[config.mk]
export PLATFORM = sky130hd
export DESIGN_NAME = fwd_stall_unit
export DESIGN_NICKNAME = d
export VERILOG_FILES = /design/src/rtl/fwd_stall_unit.sv
export SDC_FILE = /design/constraint.sdc
export NUM_CORES = 1
export LEC_CHECK = 0
export ABC_AREA = 0
export BUFFER_PORTS_ARGS = -buffer_cell sky130_fd_sc_hd__buf_4
export CORE_MARGIN = 1
export CORE_UTILIZATION = 55
export CTS_BUF_LIST = sky130_fd_sc_hd__clkbuf_8 sky130_fd_sc_hd__clkbuf_16
export DETAILED_ROUTE_END_ITERATION = 10
export PLACE_DENSITY = 0.79
export SETUP_SLACK_MARGIN = 0.4
export SLEW_MARGIN = 10
export SYNTH_ARGS = -nofsm -noshare
export SYNTH_HDL_FRONTEND = slang
export SYNTH_SLANG_ARGS = --single-unit
[constraint.sdc]
create_clock -name clk -period 2.8 [get_ports clk]
set_clock_uncertainty 0.15 [all_clocks]
set_input_delay 0.28 -clock clk [delete_from_list [all_inputs] [get_ports clk]]
set_output_delay 0.28 -clock clk [all_outputs]
set_load 0.05 [all_outputs]
[src/rtl/fwd_stall_unit.sv]
// Forwarding and load-use stall unit: a shadow pipeline of in-flight writers drives EX bypass
// selects and an ID-stage load-use stall, with a stall counter and sticky hazard flag.
module fwd_stall_unit #(
  parameter int unsigned ADDR_W    = 5,
  parameter int unsigned NUM_SRC   = 2,
  parameter int unsigned FWD_DEPTH = 2,
  parameter int unsigned LOAD_LAT  = 1,
  parameter int unsigned CNT_W     = 16,
  parameter int unsigned SEL_W     = $clog2(FWD_DEPTH + 1)
) (
  input  logic                       clk,
  input  logic                       rst_n,
  input  logic                       pipe_en,
  input  logic                       flush,
  input  logic                       id_valid,
  input  logic [NUM_SRC*ADDR_W-1:0]  id_src,
  input  logic [NUM_SRC-1:0]         id_src_used,
  input  logic [ADDR_W-1:0]          id_rd,
  input  logic                       id_reg_write,
  input  logic                       id_is_load,
  output logic                       stall,
  output logic [NUM_SRC*SEL_W-1:0]   fwd_sel,
  output logic [CNT_W-1:0]           stall_cnt,
  output logic                       hazard_err
);

  localparam int Depth   = int'(FWD_DEPTH);
  localparam int LoadLat = int'(LOAD_LAT);

  // Entry 0 is EX; entry s is s stages past EX.
  logic [FWD_DEPTH:0]             valid_q;
  logic [FWD_DEPTH:0]             rw_q;
  logic [FWD_DEPTH:0]             ld_q;
  logic [FWD_DEPTH:0][ADDR_W-1:0] rd_q;
  logic [NUM_SRC*ADDR_W-1:0]      src_q;
  logic [NUM_SRC-1:0]             used_q;
  logic [CNT_W-1:0]               cnt_q;
  logic                           err_q;

  logic                           issue;
  logic                           err_set;
  logic [NUM_SRC-1:0]             op_err;
  logic [NUM_SRC-1:0]             op_stall;

  // Bypass selects for the EX instruction; descending scan leaves the nearest writer in place.
  always_comb begin
    fwd_sel = '0;
    op_err  = '0;
    for (int i = 0; i < int'(NUM_SRC); i++) begin
      for (int k = Depth; k >= 1; k--) begin
        if (valid_q[0] && used_q[i] && valid_q[k] && rw_q[k] && (rd_q[k] != '0) &&
            (rd_q[k] == src_q[i*ADDR_W +: ADDR_W])) begin
          if (!ld_q[k] || (k >= LoadLat + 1)) begin
            fwd_sel[i*SEL_W +: SEL_W] = SEL_W'(k);
            op_err[i]                 = 1'b0;
          end else begin
            fwd_sel[i*SEL_W +: SEL_W] = '0;
            op_err[i]                 = 1'b1;
          end
        end
      end
    end
    err_set = |op_err;
  end

  // Load-use check for the ID instruction against writers still short of their ready stage.
  always_comb begin
    op_stall = '0;
    for (int i = 0; i < int'(NUM_SRC); i++) begin
      for (int j = Depth - 1; j >= 0; j--) begin
        if (valid_q[j] && rw_q[j] && (rd_q[j] != '0) &&
            (rd_q[j] == id_src[i*ADDR_W +: ADDR_W])) begin
          op_stall[i] = ld_q[j] && (j < LoadLat);
        end
      end
    end
    stall = id_valid && !flush && |(op_stall & id_src_used);
  end

  assign issue = id_valid && !stall && !flush;

  always_ff @(posedge clk or negedge rst_n) begin
    if (!rst_n) begin
      valid_q <= '0;
      rw_q    <= '0;
      ld_q    <= '0;
      rd_q    <= '0;
      src_q   <= '0;
      used_q  <= '0;
      cnt_q   <= '0;
      err_q   <= 1'b0;
    end else if (pipe_en) begin
      valid_q <= {valid_q[FWD_DEPTH-1:0], issue};
      rw_q    <= {rw_q[FWD_DEPTH-1:0], issue & id_reg_write};
      ld_q    <= {ld_q[FWD_DEPTH-1:0], issue & id_is_load};
      rd_q    <= {rd_q[FWD_DEPTH-1:0], id_rd};
      src_q   <= id_src;
      used_q  <= issue ? id_src_used : '0;
      if (stall && !(&cnt_q)) begin
        cnt_q <= cnt_q + 1'b1;
      end
      if (err_set) begin
        err_q <= 1'b1;
      end
    end
  end

  assign stall_cnt  = cnt_q;
  assign hazard_err = err_q;

endmodule

==> summary.txt, run 1 <==
Run status
  • Status: finished, violations left
  • Failing checks: DRC

Route
  • Via count: approximately 1800
  • Routed vias/inst: approximately 5.8
  • Wirelength per Cell: 17.5 um
  • Final ANT Viol Nets: 0
  • DR pass1 iterations: 7
  • DR iter-0 viols: slightly above 100
  • Routed WL: approximately 5.6 mm
  • DR DRC count: 3

Power and ir drop
  • Power, Total: 1.62 mW
  • Pwr Density: ~480 nW/um2
  • Leak pwr: about 1.5 nW
  • VDD IR-drop max: ~0.35 mV

CTS
  • Max Buffers Root-to-Sink: 2
  • TritonCTS clock tree: done
  • CTS H-tree depth: 2
  • CTS Sinks: 52
  • Worst skew pair latency: just over 0.3 ns
  • CTS clk-pin slew, worst paths: 0.09 ns
  • Clk root buf: clkbuf_8
  • Num CTS Buffers: 5

Yosys
  • Netlist cell types: 33
  • Synthesized flop and latch total: 52
  • Cells after Synth: 210
  • Synthesized area: around 2600 um2
  • Total of warnings raised by yosys: 0
  • Seq/Total Area, Yosys: roughly half
  • Syn Nets: around 240
  • Syn Area/Cell: roughly 13 um2

Placed design
  • DPL Wire Length: about 3.8 mm
  • Routability congestion estimate: between 0.7 and 0.8
  • Dpl cell area: between 3000 and 4000 um2
  • PortBufs: 45
  • Pre-CTS setup slack: 0.453 ns

STA
  • Final Cycle Share: between 80% and 90%
  • Setup-failing EPs final: 0
  • Min Tclk post-route: around 2.4 ns
  • Fmax: between 0.4 and 0.5 GHz
  • TNS Setup: 0 ns
  • Max Slew Vio Count: 0
  • Worst-margin pin slew: 0.652 ns
  • Post-route setup slack: roughly 0.36 ns
  • Worst rel slew slack: 56.5%
  • RSZ-0062 raised after global routing: yes
  • Final hold vios: 0

Layout
  • Nets: about 300
  • Ant. Diodes: 0
  • # fillers: between 200 and 300
  • Area delta synth->final: 28.3%
  • Final design instance area without fill: around 3400 um2
  • Fin util: between 70% and 80%
  • Share of layout cells above drive strength 1: between 40% and 50%

GRT
  • Gr ovfl total: 0
  • Largest net degree at the start of global routing: 53
  • First-pass GRT wire length: a little over 9 mm
  • Vias in the first global route: around 1900
  • Initial antenna violation count: 0
  • Total Routing Usage GR: 23.8%

Critical path
  • Cell family with most CP delay: simple AND/OR/NAND/NOR gates
  • Worst path cell trace: or4_4 > o2111ai_4 > or3_4 > nor3b_4 > buf_6
  • Worst EP required: approximately 2.4 ns
  • Critical path buffers and inverters: 1
  • Crit path capture type: output pin
  • Type of origin of the critical path: register
  • CP Class: register to output pin
  • Reg-to-reg slack, setup: slightly above 0.5 ns
  • Crit-path max FO: 2
  • CP Data Arrival Time: around 2 ns
  • Crit-path slowest cell: or4_4
  • Max incr delay on CP: 0.56 ns

Die
  • Initial Utilization: between 50% and 60%
  • Die width: roughly 70 um
  • Io pins: 46
  • Rows: 24
  • Core area: between 4000 and 5000 um2
  • Die Ht: ~71 um
  • Die ar.: 5070 um2

Worst hold path
  • Worst Hold Class: primary input to register

Flow run
  • Max cap viols: 0
[path summary, 6_finish.rpt]
kind	startpoint	to	depth (start not counted)
setup / recovery	rd_q[6]	fwd_sel[1]	5
hold / removal	id_is_load	ld_q[0]	2
setup reg to reg	rd_q[4]	stall_cnt[5]	7
hold reg to reg	hazard_err	hazard_err	1
max in group asynchronous	rst_n	rd_q[6]	2
min in group asynchronous	rst_n	rd_q[13]	2
[worst register-to-register path: stages (launching register included)]
cell and delay (ns):
dfrtp_1 0.43, xor2_1 0.16, nor4_2 0.36, a32oi_4 0.19
buf_4 0.22, buf_4 0.19, nor4b_1 0.36, xor2_1 0.17
[Yosys cell counts]
| cell type | n | share of area (%) |
|---|---|---|
| nor4_1 | 5 | 1.2 |
| a21o_1 | 1 | 0.29 |
| nor3_2 | 1 | 0.38 |
| xnor2_1 | 15 | 5.0 |
| ha_1 | 1 | 0.47 |
| nor2_1 | 6 | 0.85 |
| and2_1 | 1 | 0.24 |
| xor2_1 | 30 | 10 |
| inv_1 | 2 | 0.29 |
| mux2_2 | 31 | 13 |
| nor4_4 | 1 | 0.81 |
| a22o_1 | 4 | 1.3 |
| o21ai_1 | 1 | 0.19 |
| or4_1 | 3 | 0.85 |
| nor3_1 | 1 | 0.19 |
| buf_6 | 2 | 0.85 |
| and3_1 | 4 | 0.95 |
| nor3b_1 | 2 | 0.57 |
| o2111ai_1 | 2 | 0.66 |
| nor4b_1 | 4 | 1.3 |
| or3_1 | 2 | 0.47 |
| o21ba_2 | 1 | 0.38 |
| nand3b_1 | 1 | 0.29 |
| a32oi_2 | 1 | 0.62 |
| and4_1 | 1 | 0.33 |
| nand3_1 | 9 | 1.7 |
| nand2_1 | 7 | 1.0 |
| nor4_2 | 8 | 3.8 |
| clkbuf_1 | 4 | 0.57 |
| a31o_2 | 2 | 0.66 |
| dfrtp_1 | 52 | 49 |
| buf_2 | 1 | 0.19 |
| nand4_1 | 4 | 0.95 |
[power breakdown]
part,switching (mW),internal [mW]
clock network,0.247,0.198
registers,0.0781,0.810
logic,0.125,0.160
[metrics by stage]
step                std cells  hold slack (ns)
detailed placement        302            0.207
CTS                       319           0.0243
global route              320           0.0266
floorplan                 210           -0.166
finish                    320           0.0334
global placement          302            0.198
[registers in the layout, summed over array words and instances, names as in the netlist]
register	cells
hazard_err	1
ld_q	2
rd_q	15
rw_q	3
src_q	10
stall_cnt	16
used_q	2
valid_q	3
[layout make-up]
type / instances / area [um2] / area share, %
Clock buffer: 6 / 82.6 / 2.44
Clock inverter: 2 / 10.0 / 0.296
Inverter: 2 / 7.51 / 0.222
Multi-Input combinational cell: 149 / 1450 / 43.0
Sequential cell: 52 / 1300 / 38.5
Tap cell: 52 / 65.1 / 1.92
Timing Repair Buffer: 57 / 460 / 13.6
[metal layers]
layer	up-vias	GRT usage (%)	wire length, um
li1	878	-	-
met1	924	31.9	2620
met2	36	38.5	2740
met3	7	4.92	159
met4	0	8.89	74
met5	-	0	0
[logic make-up after synthesis]
family / after synthesis / share of synthesized area, %
and+or+nand+nor: 60 / 15.9
buffers and inverters: 9 / 1.90
adders and majority gates: 1 / 0.475
muxes: 31 / 13.2
DFF: 52 / 49.4
AOI/OAI and AO/OA: 12 / 4.13
xor gates and xnor gates: 45 / 15.0
[cells in the final DEF (no fill, tap or decap), types with 4 or more instances in the layout]
cell type / n
nor2_1: 4
nand2_1: 7
clkbuf_8: 6
buf_4: 48
mux2_2: 31
nor4_1: 4
xnor2_1: 12
nand3_1: 9
xor2_1: 29
and3_1: 4
a22o_1: 4
buf_6: 8
dfrtp_1: 50
nand4_1: 4
nor4_2: 8
[what timing repair did]
item | in CTS | in global routing
pin swaps | 7 | 8
hold endpoints to repair | 52 | 0
endpoints found under the setup margin | 5 | 8
hold buffers | 1 | 0
gates resized for setup | 14 | 18
setup buffers | 8 | 1
Note: power is estimated with default switching activity, not from simulation.
==> inputs of run 2 (changes only) <==
--- a/config.mk
+++ b/config.mk
@@ -7,11 +7,13 @@
 export LEC_CHECK = 0
 export ABC_AREA = 0
 export BUFFER_PORTS_ARGS = -buffer_cell sky130_fd_sc_hd__buf_4
+export CAP_MARGIN = 20
 export CORE_MARGIN = 1
 export CORE_UTILIZATION = 55
 export CTS_BUF_LIST = sky130_fd_sc_hd__clkbuf_8 sky130_fd_sc_hd__clkbuf_16
 export DETAILED_ROUTE_END_ITERATION = 10
 export PLACE_DENSITY = 0.79
+export REMOVE_ABC_BUFFERS = 1
 export SETUP_SLACK_MARGIN = 0.4
 export SLEW_MARGIN = 10
 export SYNTH_ARGS = -nofsm -noshare
==> run 2 against run 1 <==
Net effect:
- the run still ends with DRC left
- sequential share of layout area is 1.6 points higher
- wire length is 1.6% lower
- core utilization is 2.9 points lower
==> summary.txt, run 2 (synthesis results as in run 1) <==
STA
  • RSZ-0062 raised after global routing: yes
  • Final Cycle Share: 86.6%
  • Worst-margin pin slew: between 0.6 and 0.7 ns
  • Fmax: ~0.41 GHz
  • TNS Setup: 0 ns
  • Max Slew Vio Count: 0
  • Min Tclk post-route: 2.42 ns
  • Setup-failing EPs final: 0
  • Worst rel slew slack: approximately 56%
  • Final hold vios: 0

Critical path
  • Type of origin of the critical path: register
  • Worst EP required: around 2.4 ns
  • Crit-path slowest cell: or4_4
  • Reg-to-reg slack, setup: roughly 0.6 ns
  • CP Data Arrival Time: slightly below 2 ns
  • Critical Path Sink: fwd_sel[3]
  • FF-to-FF Start: rd_q[4]
  • Max incr delay on CP: about 0.50 ns
  • CP Launch Point: rd_q[8]
  • Crit path capture type: output pin
  • Crit-path max FO: 5
  • Path depth of the worst reg2reg path: 6
  • Worst reg2reg path endpoint: stall_cnt[1]
  • CP Class: register to output pin
  • Worst path cell trace: or4_4 > o2111ai_4 > or3_4 > nor3b_4 > buf_6

Layout
  • Most frequent cells in the layout: 50 x buf_4, 48 x dfrtp_1, 31 x mux2_2
  • Commonest non-fill, non-tap cell in the layout: buf_4
  • Ant. Diodes: 0
  • Number of flip-flops in the largest register: 16
  • Nets: around 290
  • Area delta synth->final: 23.5%
  • Share of layout cells above drive strength 1: approximately 45%
  • Fin util: 72.7%

CTS
  • CTS clk-pin slew, worst paths: ~0.09 ns
  • Max Buffers Root-to-Sink: 2
  • CTS Sinks: 52
  • CTS H-tree depth: 2
  • Clk root buf: clkbuf_8
  • Worst skew pair latency: around 0.30 ns
  • Num CTS Buffers: 5
  • TritonCTS clock tree: done

Power and ir drop
  • VDD IR-drop max: 0.230 mV
  • Leak pwr: between 1 and 1.5 nW
  • Logic pwr share: ~16%
  • Sw Share: 26.4%
  • Int Power: about 1.2 mW
  • Power, Total: 1.60 mW
  • Part of the power in the clock network: 28.4%
  • Seq pwr share: 55.6%
  • Pwr Density: around 490 nW/um2
  • NetSw: approximately 0.42 mW

GRT
  • Vias in the first global route: 1875
  • Total Routing Usage GR: roughly a quarter
  • Gr ovfl total: 0
  • First-pass GRT wire length: 9.23 mm
  • Largest net degree at the start of global routing: 53
  • Initial antenna violation count: 0

Route
  • Final ANT Viol Nets: 0
  • DR iter-0 viols: roughly 120
  • Via count: 1835
  • DR DRC count: 2
  • Wirelength per Cell: ~17 um
  • Routed WL: 5.50 mm
  • Routed vias/inst: roughly 5.8
  • DR pass1 iterations: 7

Placed design
  • DPL Wire Length: a little under 4 mm
  • PortBufs: 45
  • Routability congestion estimate: around 0.89

Run status
  • Failing checks: DRC
  • Status: finished, violations left

Die
  • Io pins: 46
  • Die width: ~71 um
  • Core area: between 4000 and 5000 um2
  • Initial Utilization: about three fifths
  • Die Ht: around 71 um
  • Rows: 24
  • Die ar.: slightly above 5000 um2

Flow run
  • Max cap viols: 0

Worst hold path
  • Worst Hold Class: primary input to register
run 2: area by class of cell:
| cell class | count | area, um2 |
|---|---|---|
| clock buffers | 7 | 96.3 |
| repair buffers | 54 | 419 |
| inverters | 2 | 7.51 |
| flip-flops and latches | 52 | 1310 |
| well taps | 52 | 65.1 |
| multi-input cells | 149 | 1360 |
| fillers | 350 | 1220 |
run 2: critical path, delay by kind of cell, from the launching register on:
kind | cells | cell delay, ns
AOI/OAI and AO/OA | 1 | 0.20
buffers and inverters | 1 | 0.18
DFF | 1 | 0.45
and+or+nand+nor | 3 | 0.86
run 2: timing repair:
| action | in CTS | in global routing |
|---|---|---|
| setup endpoints to repair | 3 | 5 |
| gates resized for setup | 10 | 9 |
| hold buffers | 1 | 0 |
| endpoints found under the hold margin | 52 | 0 |
| pin swaps | 2 | 3 |
| setup buffers | 3 | 2 |
run 2: how the worst min path moves through the flow:
stage / slack (ns) / from / depth (start not counted) / to
5_1_grt: 0.05 / id_rd[0] / 2 / rd_q[0]
4_1_cts: 0.04 / id_is_load / 2 / ld_q[0]
3_5_place_dp: 0.20 / rst_n / 1 / hazard_err
3_3_place_gp: 0.20 / rst_n / 1 / hazard_err
6_report: 0.05 / id_is_load / 2 / ld_q[0]
2_1_floorplan: -0.17 / rst_n / 0 / hazard_err
run 2: power by group through the flow:
stage	registers (mW)	logic, mW	clock network, mW
2_1_floorplan	0.882	0.151	0
3_3_place_gp	0.899	0.227	0
3_5_place_dp	0.901	0.229	0
4_1_cts	0.884	0.247	0.462
5_1_grt	0.901	0.281	0.488
6_report	0.890	0.256	0.453
run 2: metal layers:
layer / track usage (%) / vias up / wire (um)
li1: - / 863 / -
met1: 32.1 / 920 / 2450
met2: 38.2 / 42 / 2700
met3: 5.34 / 10 / 234
met4: 8.67 / 0 / 119
met5: 0 / - / 0
run 2: per-stage QoR:
stage	instances	setup slack, ns	cell area (um2)	hold WS [ns]
6_report	316	0.375	3250	0.0487
5_1_grt	316	0.313	3250	0.0456
4_1_cts	314	0.354	3190	0.0399
3_5_place_dp	303	0.519	3020	0.204
3_3_place_gp	303	0.582	3020	0.200
2_1_floorplan	203	-0.626	2590	-0.166
==> inputs of run 3 (changes only) <==
--- a/config.mk
+++ b/config.mk
@@ -8,6 +8,7 @@
 export ABC_AREA = 0
 export BUFFER_PORTS_ARGS = -buffer_cell sky130_fd_sc_hd__buf_4
 export CAP_MARGIN = 20
+export CORE_ASPECT_RATIO = 0.6
 export CORE_MARGIN = 1
 export CORE_UTILIZATION = 55
 export CTS_BUF_LIST = sky130_fd_sc_hd__clkbuf_8 sky130_fd_sc_hd__clkbuf_16
==> constraint.sdc (replaced) <==
create_clock -name clk -period 2.8 [get_ports clk]
set_clock_uncertainty 0.15 [all_clocks]
set_input_delay 0.14 -clock clk [delete_from_list [all_inputs] [get_ports clk]]
set_output_delay 0.14 -clock clk [all_outputs]
set_load 0.05 [all_outputs]
==> run 3 against run 2 <==
Net effect:
- cell count up 9.2%
- critical path type unchanged
- final area up 5.2%
- global-route usage up 2.1 points
- total power down 0.70%
- highest routed layer unchanged
- the run now ends clean
- sequential power up 0.6%
- clock power down 5.7%
- count of clock-buffer cells in the layout down 2
- fmax up 0.97%
- sequential share of layout area down 2.1 points
==> summary.txt, run 3 (synthesis results as in run 1) <==
Run status
  • Status: finished clean

Layout
  • Number of flip-flops in the largest register: 16
  • Share of layout cells above drive strength 1: approximately two fifths
  • Fin util: between 70% and 80%
  • Nets: a little over 300
  • Area delta synth->final: 29.9%
  • Most frequent cells in the layout: 50 x dfrtp_1, 49 x buf_4, 31 x mux2_2
  • Ant. Diodes: 0
  • Commonest non-fill, non-tap cell in the layout: dfrtp_1

CTS
  • Num CTS Buffers: 5
  • Clk root buf: clkbuf_8
  • CTS Sinks: 52
  • TritonCTS clock tree: done
  • CTS H-tree depth: 2
  • CTS clk-pin slew, worst paths: ~0.09 ns
  • Max Buffers Root-to-Sink: 2
  • Worst skew pair latency: about 0.30 ns

Route
  • Via count: around 1900
  • Routed WL: ~6 mm
  • Wirelength per Cell: roughly 17 um
  • Routed vias/inst: ~5.6
  • Wire length on met2: 2.57 mm
  • Met1 wire length: 2.91 mm
  • Met3 Wirelength: 436 um
  • Final ANT Viol Nets: 0
  • DR pass1 iterations: 4
  • DR DRC count: 0
  • Top sig layer: met4
  • DR iter-0 viols: 121

Worst hold path
  • Worst Hold Class: primary input to register

STA
  • Setup-failing EPs final: 0
  • Worst rel slew slack: 56.6%
  • RSZ-0062 raised after global routing: yes
  • TNS Setup: 0 ns
  • Worst hold margin: roughly 0.22 ns
  • Post-route setup slack: 0.399 ns
  • Final Cycle Share: ~86%
  • Fmax: between 0.4 and 0.5 GHz
  • Max Slew Vio Count: 0
  • Min Tclk post-route: 2.40 ns
  • Worst-margin pin slew: about 0.65 ns
  • Final hold vios: 0

Power and ir drop
  • Power, Total: ~1.6 mW
  • Pwr Density: approximately 460 nW/um2
  • Leak pwr: about 1.6 nW
  • VDD IR-drop max: ~0.26 mV

Placed design
  • Routability congestion estimate: ~0.8
  • DPL Wire Length: approximately 4.1 mm
  • Pre-CTS setup slack: ~0.45 ns
  • PortBufs: 45

Critical path
  • CP Data Arrival Time: 2.11 ns
  • Type of origin of the critical path: register
  • CP Class: register to output pin
  • Worst EP required: about 2.5 ns
  • Crit path capture type: output pin
  • Crit-path max FO: 5

Die
  • Rows: 19
  • Die width: about 91 um
  • Die Ht: around 56 um
  • Core area: ~4600 um2
  • Initial Utilization: between 50 and 60%
  • Io pins: 46
  • Die ar.: about 5000 um2

GRT
  • Vias in the first global route: 1871
  • Gr ovfl total: 0
  • Total Routing Usage GR: approximately a quarter
  • Largest net degree at the start of global routing: 53
  • First-pass GRT wire length: 9.81 mm
  • Initial antenna violation count: 0

Flow run
  • Max cap viols: 0
[run 3: what timing repair did]
| item | in CTS | in global routing |
|---|---|---|
| hold endpoints to repair | 71 | 0 |
| buffers inserted | 1 | 2 |
| hold buffers | 20 | 0 |
| gates resized for setup | 6 | 9 |
| pin swaps | 1 | 2 |
| endpoints found under the setup margin | 3 | 7 |
[run 3: per-layer routing]
metal	up-vias	GRT usage, %
met5	-	0
met3	2	6.42
li1	899	-
met4	0	7.71
met2	61	35.2
met1	955	40.8
[run 3: stage by stage]
stage	area (um2)	std cells
after floorplan	2590	203
after global placement	3030	314
after detailed placement	3030	314
after CTS	3350	343
after global routing	3420	345
final	3420	345
[run 3: power by group]
part	internal, mW	switching [mW]	total [mW]
sequential	0.810	0.0857	0.895
combinational	0.155	0.110	0.265
clock	0.175	0.253	0.427
total	1.14	0.448	1.59
[run 3: path summary, 6_finish.rpt]
path / cells past startpoint / slack (ns) / endpoint / start
hold / removal: 2 / 0.22 / rw_q[2] / pipe_en
max in group asynchronous: 2 / 1.78 / rd_q[6] / rst_n
setup reg to reg: 5 / 0.53 / stall_cnt[1] / rd_q[2]
setup / recovery: 5 / 0.40 / fwd_sel[3] / rd_q[6]
hold reg to reg: 1 / 0.33 / hazard_err / hazard_err
min in group asynchronous: 2 / 0.25 / stall_cnt[12] / rst_n
[run 3: final cells by class]
class	instances	area (um2)
tap	63	78.8
inverter	2	7.51
clock buffer	5	68.8
sequential	52	1300
timing repair buffer	71	591
fill	324	1170
multi-input combinational	149	1350
clock inverter	3	20.0
[run 3: worst max-delay path, cell delays in order, from the launching register on]
cell       delay, ns
dfrtp_2         0.45
or4_4           0.58
o2111ai_4       0.21
or3_4           0.17
nor3b_2         0.21
buf_6           0.19
